$ cat src/rtl/id_ex_issue_stage.sv
// Purpose : IF/ID and ID/EX pipeline registers with load-use hazard detection and flush squash.
// Latency : one cycle from the fetch inputs to IF/ID, and one more cycle to the ex_* outputs.
// Backpress: on a load-use hazard, stall_out freezes fetch and IF/ID holds while bubbles enter EX.
//
// Ports:
//   clk, reset         rising-edge clock, asynchronous active-high reset
//   if_*_in            instruction / 25-bit control bundle / PC+4 presented by fetch
//   flush_in           redirect resolved in EX; squashes ID and EX contents
//   stall_out          combinational: fetch must hold its PC and keep presenting the same instruction
//   ex_*_out           ID/EX register contents; ex_valid_out = 0 marks a bubble
//   hazard_count_out   saturating count of load-use hazards detected since reset
module id_ex_issue_stage #(
  parameter logic [31:0] NOP_INSTR    = 32'h34000000,
  parameter logic [24:0] NOP_BUNDLE   = 25'h0862031,
  parameter int unsigned STALL_CYCLES = 1
) (
  input  logic        clk,
  input  logic        reset,
  input  logic [31:0] if_instruction_in,
  input  logic [24:0] if_bundle_in,
  input  logic [31:0] if_pc_seq_in,
  input  logic        flush_in,
  output logic        stall_out,
  output logic [31:0] ex_instruction_out,
  output logic [24:0] ex_bundle_out,
  output logic [31:0] ex_pc_seq_out,
  output logic        ex_valid_out,
  output logic [15:0] hazard_count_out
);

  typedef enum logic {RUN, STALL} state_t;

  // The hazard cycle itself supplies the first bubble, so STALL only covers the rest.
  localparam logic [3:0] CNT_RELOAD = (STALL_CYCLES > 1) ? 4'(STALL_CYCLES - 2) : 4'd0;

  logic [31:0] id_instr_q, id_instr_d;
  logic [24:0] id_bundle_q, id_bundle_d;
  logic [31:0] id_pc_q, id_pc_d;
  logic        id_valid_q, id_valid_d;

  logic [31:0] ex_instr_q, ex_instr_d;
  logic [24:0] ex_bundle_q, ex_bundle_d;
  logic [31:0] ex_pc_q, ex_pc_d;
  logic        ex_valid_q, ex_valid_d;

  state_t      state_q, state_d;
  logic [3:0]  cnt_q, cnt_d;
  logic [15:0] hcnt_q, hcnt_d;

  logic [4:0]  ex_dest;
  logic [4:0]  id_rs;
  logic [4:0]  id_rt;
  logic        hazard;

  // Bundle bit15 picks rd for R-type writers, otherwise rt is the destination.
  assign ex_dest = ex_bundle_q[15] ? ex_instr_q[15:11] : ex_instr_q[20:16];
  assign id_rs   = id_instr_q[25:21];
  assign id_rt   = id_instr_q[20:16];

  // Only a register-writing load in EX can create a load-use hazard; $zero never does.
  assign hazard = id_valid_q && ex_valid_q &&
                  ex_bundle_q[2] && ex_bundle_q[0] &&
                  (ex_dest != 5'd0) &&
                  ((ex_dest == id_rs) || (ex_dest == id_rt));

  assign stall_out = ((state_q == RUN) && hazard && !flush_in) ||
                     ((state_q == STALL) && !flush_in);

  always_comb begin
    id_instr_d  = id_instr_q;
    id_bundle_d = id_bundle_q;
    id_pc_d     = id_pc_q;
    id_valid_d  = id_valid_q;
    ex_instr_d  = ex_instr_q;
    ex_bundle_d = ex_bundle_q;
    ex_pc_d     = ex_pc_q;
    ex_valid_d  = ex_valid_q;
    state_d     = state_q;
    cnt_d       = cnt_q;
    hcnt_d      = hcnt_q;

    if (flush_in) begin
      ex_instr_d  = NOP_INSTR;
      ex_bundle_d = NOP_BUNDLE;
      ex_pc_d     = 32'd0;
      ex_valid_d  = 1'b0;
      id_instr_d  = if_instruction_in;
      id_bundle_d = if_bundle_in;
      id_pc_d     = if_pc_seq_in;
      id_valid_d  = 1'b1;
      state_d     = RUN;
      cnt_d       = 4'd0;
    end else if ((state_q == RUN) && hazard) begin
      ex_instr_d  = NOP_INSTR;
      ex_bundle_d = NOP_BUNDLE;
      ex_pc_d     = 32'd0;
      ex_valid_d  = 1'b0;
      if (hcnt_q != 16'hFFFF) begin
        hcnt_d = hcnt_q + 16'd1;
      end
      if (STALL_CYCLES > 1) begin
        state_d = STALL;
        cnt_d   = CNT_RELOAD;
      end
    end else if (state_q == STALL) begin
      ex_instr_d  = NOP_INSTR;
      ex_bundle_d = NOP_BUNDLE;
      ex_pc_d     = 32'd0;
      ex_valid_d  = 1'b0;
      if (cnt_q == 4'd0) begin
        state_d = RUN;
      end else begin
        cnt_d = cnt_q - 4'd1;
      end
    end else begin
      ex_instr_d  = id_instr_q;
      ex_bundle_d = id_bundle_q;
      ex_pc_d     = id_pc_q;
      ex_valid_d  = id_valid_q;
      id_instr_d  = if_instruction_in;
      id_bundle_d = if_bundle_in;
      id_pc_d     = if_pc_seq_in;
      id_valid_d  = 1'b1;
    end
  end

  always_ff @(posedge clk or posedge reset) begin
    if (reset) begin
      id_instr_q  <= NOP_INSTR;
      id_bundle_q <= NOP_BUNDLE;
      id_pc_q     <= 32'd0;
      id_valid_q  <= 1'b0;
      ex_instr_q  <= NOP_INSTR;
      ex_bundle_q <= NOP_BUNDLE;
      ex_pc_q     <= 32'd0;
      ex_valid_q  <= 1'b0;
      state_q     <= RUN;
      cnt_q       <= 4'd0;
      hcnt_q      <= 16'd0;
    end else begin
      id_instr_q  <= id_instr_d;
      id_bundle_q <= id_bundle_d;
      id_pc_q     <= id_pc_d;
      id_valid_q  <= id_valid_d;
      ex_instr_q  <= ex_instr_d;
      ex_bundle_q <= ex_bundle_d;
      ex_pc_q     <= ex_pc_d;
      ex_valid_q  <= ex_valid_d;
      state_q     <= state_d;
      cnt_q       <= cnt_d;
      hcnt_q      <= hcnt_d;
    end
  end

  assign ex_instruction_out = ex_instr_q;
  assign ex_bundle_out      = ex_bundle_q;
  assign ex_pc_seq_out      = ex_pc_q;
  assign ex_valid_out       = ex_valid_q;
  assign hazard_count_out   = hcnt_q;

endmodule

$ cat config.mk
export PLATFORM = sky130hd
export DESIGN_NAME = id_ex_issue_stage
export DESIGN_NICKNAME = d
export VERILOG_FILES = /design/src/rtl/id_ex_issue_stage.sv
export SDC_FILE = /design/constraint.sdc
export NUM_CORES = 1
export LEC_CHECK = 0
export CAP_MARGIN = 20
export CORE_UTILIZATION = 52
export CTS_CLUSTER_DIAMETER = 80
export DETAILED_ROUTE_END_ITERATION = 8
export HOLD_SLACK_MARGIN = 0.1
export PLACE_DENSITY = 0.85
export SLEW_MARGIN = 5
export SYNTH_ARGS = -nofsm -noshare
export SYNTH_HDL_FRONTEND = slang
export SYNTH_SLANG_ARGS = --single-unit
$ cat constraint.sdc
create_clock -name clk -period 12.85 [get_ports clk]
set_input_delay 2.57 -clock clk [delete_from_list [all_inputs] [get_ports clk]]
set_output_delay 2.57 -clock clk [all_outputs]
set_load 0.1 [all_outputs]
# [After elaboration in Yosys (flattened, before gate mapping)]
# Cells that the tools add are included.
# W data, S select, Z words.
[word_totals] ff_bits=201 inputBits=92 elab_cells=71
[classes] add_sub_neg=2 eq_ne=6 mux=33 bitwise_logic=2 reduce_logical=17
[op_table] op="$mux W32" count=12
[op_table] op="$mux W25" count=6
[op_table] op="$add A16 B1 Y16 const B" count=1
[op_table] op="$mux W4" count=4
[op_table] op="$ne A16 B16 Y1 const B" count=1
[op_table] op="$eq A5 B5 Y1" count=2
[op_table] op="$mux W1" count=10
[op_table] op="$logic_and A1 B1 Y1" count=8
[op_table] op="$ne A2 B2 Y1 const B" count=3
[op_table] op="$reduce_and A3 Y1" count=2
[op_table] op="$mux W5" count=1
[op_table] op="$reduce_bool A5 Y1" count=1
[op_table] op="$logic_not A4 Y1" count=1
[op_table] op="$sub A4 B1 Y4 const B" count=1
[op_table] op="$logic_or A1 B1 Y1" count=2
[op_table] op="$not A1 Y1" count=2
[op_table] op="$reduce_and A2 Y1" count=1
[op_table] op="$reduce_bool A2 Y1" count=1
[op_table] op="$logic_not A1 Y1" count=1

# [Logic depth before layout (Yosys ltp)]
[depth] ltp_word=8 mapped_depth=10 depth_no_buf=7

# [Least setup slack after synthesis]
# Ideal clock, no wire load.
[synth_path] path_kind="input port to output port" from="input port flush_in" to="output port stall_out" arrival_ps=3429 required_ps=10280 path_slack_ps=6851 path_stages=3 n_path_buf=2 path_cell_list="clkbuf_1 > a21oi_4 > buf_6"
[synth_between] elab_chain_cells=3 word_cells_on_any_way=4 classes_between="4 x reduce/logical"
[synth_lines] item="start, declared" line_no="22" source="input logic flush_in,"
[synth_lines] item="$logic_not A1 Y1 *" line_no="66, 67"
[synth_lines] item="$logic_and A1 B1 Y1 (on tied branches)" line_no="66, 67"
[synth_lines] item="$logic_or A1 B1 Y1 *" line_no="66" source="assign stall_out = ((state_q == RUN) && hazard && !flush_in) ||"
[synth_lines] item="end, declared" line_no="23" source="output logic stall_out,"
# Every way passes the cells marked *; elsewhere a longest branch is shown, timed or not.

# [Worst setup path after layout]
# Same ends and word-level chain as after synthesis.

==> results.toml <==
[synthesis]
synth_top_area_cell = "dfrtp_1"
ys.flop_type = "dfrtp_1"
ys_types = 31
synth-seq-cells = 201
syn_area_per_cell_um2 = 14.9
synth_area_um2 = 7620
syn_nets = 606
synth.area.top_cells = "dfrtp_1, mux2_2, dfstp_2, and2_1, mux2_4"
ys_warn_count = 0
synth_top_cell_area_share_pct = 59.4
async_flop_share_pct = 100
synth_edf_count = 0
yosysSeqAreaShare_pct = 66.3
synth_cells = 511

[power]
fin_total_pwr_mw = 1.53
cellLeakagePower_nw = 4.49
clock_power_share_pct = 38.7
p_switching_mw = 0.425
p_seq_share_pct = 44.8
powerDensity_nw_per_um2 = 147
switching_share_pct = 27.8
irDropWorstVdd_mv = 0.107
p_comb_share_pct = 16.5
internal_power_mw = 1.10

[global_routing]
antenna_found_initial = 0
grt_overflow = 0
grt_pass1_vias = 4803
grt.total_usage_pct = 21.3
grt_pass1_wl_um = 24600
grt_max_degree = 116

[sta]
post-route-period-util_pct = 60.9
slew_violations = 0
fin_skew_ns = 0.0194
fin_tns_setup_ns = 0
grt_setup_unrepaired = "no"
hold_violations = 0
setup_ws_ns = 5.02
post-route-min-period_ns = 7.83
setup_viol_count_final = 0
worstMarginPinSlew_ns = 1.08
relSlewSlack_pct = 28.0
whs_ns = 0.465
fmaxAchievable_ghz = 0.128

[layout]
antenna_cells = 0
final_layout_size_suffix_gt1_share_pct = 20.8
final_util_pct = 73.7
n_fill_cell = 881
final_cells = 907
finish.instance_area_um2 = 10400
nNetsFinal = 807
syn_to_final_growth_pct = 36.3
layout.area.seq_um2 = 5050
multi_input_area_um2 = 2380

[clock_network]
clk_latency_ns = 0.49
h-tree-depth = 1
cts_sinks = 201
tritoncts = "yes"
clk_pin_slew_ns = 0.06
cts_buffers = 21
cts_setup_buffers = 0
cts_root_buffer = "clkbuf_16"
cts_buffer_depth = 3
post_cts_resized = 0
hold_buffers = 0

[detailed_routing]
drc = 0
via_per_inst = 5.07
vias = 4601
first_pass_iters = 4
postRouteAntennaNets = 0
wl_um = 16000
drtIter0Drc = 210
wl_per_cell_um = 17.7

[floorplan]
die-area_um2 = 15100
floorplan.initialDensity_pct = 54.1
num_rows = 43
core-area_um2 = 14100
ioPinCount = 199
die_x_um = 123
die_h_um = 123

[placement]
dp_cells = 868
place_area_um2 = 9690
gp_congestion = 0.879
post-place-ws_ns = 5.01
place.port_buffers = 198
dpl.hpwl_um = 10700

[run]
cap_violations = 0

[worst_setup_path]
critPathKind = "in2out"
worst-path-max-fanout = 27
endpoint_kind = "output port"
critPathLaunchType = "primary input"
crit_arrival_ns = 5.26
required_ns = 10.28

[status]
outcome = "finished clean"

[worst_hold_path]
hold_path.class = "reg2reg"
[placed cells by master, fill, tap and decap left out, types with 6 or more instances in the layout]
cell type	instances
clkdlybuf4s50_1	198
mux2_4	28
nor2_1	10
nand2_1	10
clkbuf_8	6
xnor2_1	9
nand2b_1	12
dfstp_2	20
dfrtp_1	181
mux2_2	62
nand4_1	6
nor3_1	9
xor2_1	17
nor4_1	6
and2_1	81
clkbuf_16	21
[state kept, by name (all words and copies together) (netlist names)]
| register | count |
|---|---|
| ex_instruction_out | 32 |
| ex_pc_seq_out | 32 |
| id_instr_q | 32 |
| id_pc_q | 32 |
| ex_bundle_out | 25 |
| id_bundle_q | 25 |
| hazard_count_out | 16 |
| cnt_q | 4 |
| ex_valid_out | 1 |
| id_valid_q | 1 |
| state_q | 1 |
[worst paths after layout]
check                                                  from                           to  slack [ns]  depth (start not counted)
min in group asynchronous                             reset      id_pc_q[11]$_DFFE_PP0P_        2.63                          2
worst max register to register  ex_bundle_out[15]$_DFF_PP0_       id_pc_q[9]$_DFFE_PP0P_        8.78                          8
worst min register to register       id_pc_q[0]$_DFFE_PP0P_   ex_pc_seq_out[0]$_DFF_PP0_        0.47                          1
worst min-delay path                 id_pc_q[0]$_DFFE_PP0P_   ex_pc_seq_out[0]$_DFF_PP0_        0.47                          1
max in group asynchronous                             reset  id_bundle_q[17]$_DFFE_PP1P_        8.82                          4
worst max-delay path                               flush_in                    stall_out        5.02                          3
[power groups by stage]
stage	Combinational (mW)	Sequential, mW	Clock (mW)
after floorplan	0.0482	0.820	0
final	0.253	0.684	0.592
after detailed placement	0.253	0.695	0
after global routing	0.264	0.688	0.630
after CTS	0.254	0.685	0.607
after global placement	0.250	0.693	0
[synthesized netlist by cell type, types with 4 or more instances]
| cell type | number |
|---|---|
| clkbuf_1 | 12 |
| nand4_1 | 6 |
| nor4_1 | 6 |
| dfstp_2 | 20 |
| xnor2_1 | 9 |
| and3_1 | 4 |
| inv_1 | 4 |
| nor3_1 | 9 |
| nor2_1 | 10 |
| dfrtp_1 | 181 |
| xor2_1 | 17 |
| a21oi_1 | 4 |
| mux2_2 | 62 |
| mux2_4 | 28 |
| nand2_1 | 10 |
| mux2i_1 | 5 |
| buf_6 | 11 |
| nand3_1 | 5 |
| and2_1 | 81 |
| nand2b_1 | 12 |
[per-layer routing]
metal | wire length (um) | vias up | track usage (%)
met1 | 6350 | 2306 | 26.5
met5 | 0 | - | 0
met3 | 1630 | 23 | 9.18
met2 | 7760 | 166 | 34.0
li1 | - | 2106 | -
met4 | 279 | 0 | 5.87
[area by class of cell]
type / count / area share [%]
Inverter: 4 / 0.217
Tap cell: 180 / 2.17
Clock inverter: 6 / 0.566
Sequential cell: 201 / 48.6
Timing Repair Buffer: 202 / 19.5
Clock buffer: 32 / 6.03
Multi-Input combinational cell: 282 / 22.9
[worst max-delay path: stages]
cell and delay, ns:
clkdlybuf4s50_1 0.59, a21oi_4 0.78, clkdlybuf4s50_1 1.30
[cell families (layout without fill, tap and decap cells)]
logic type               count (synthesis)  count (layout)  share of synthesized area [%]
AO/OA/AOI/OAI                            7               7                          0.706
XOR/XNOR                                26              26                           2.99
adder cells (fa/ha/maj)                  3               3                          0.492
buffers and inverters                   28             244                           2.48
flip-flops                             201             201                           66.3
multiplexers                            95              95                           15.3
AND/OR/NAND/NOR                        151             151                           11.7
Power figures use the tool's default switching activity.
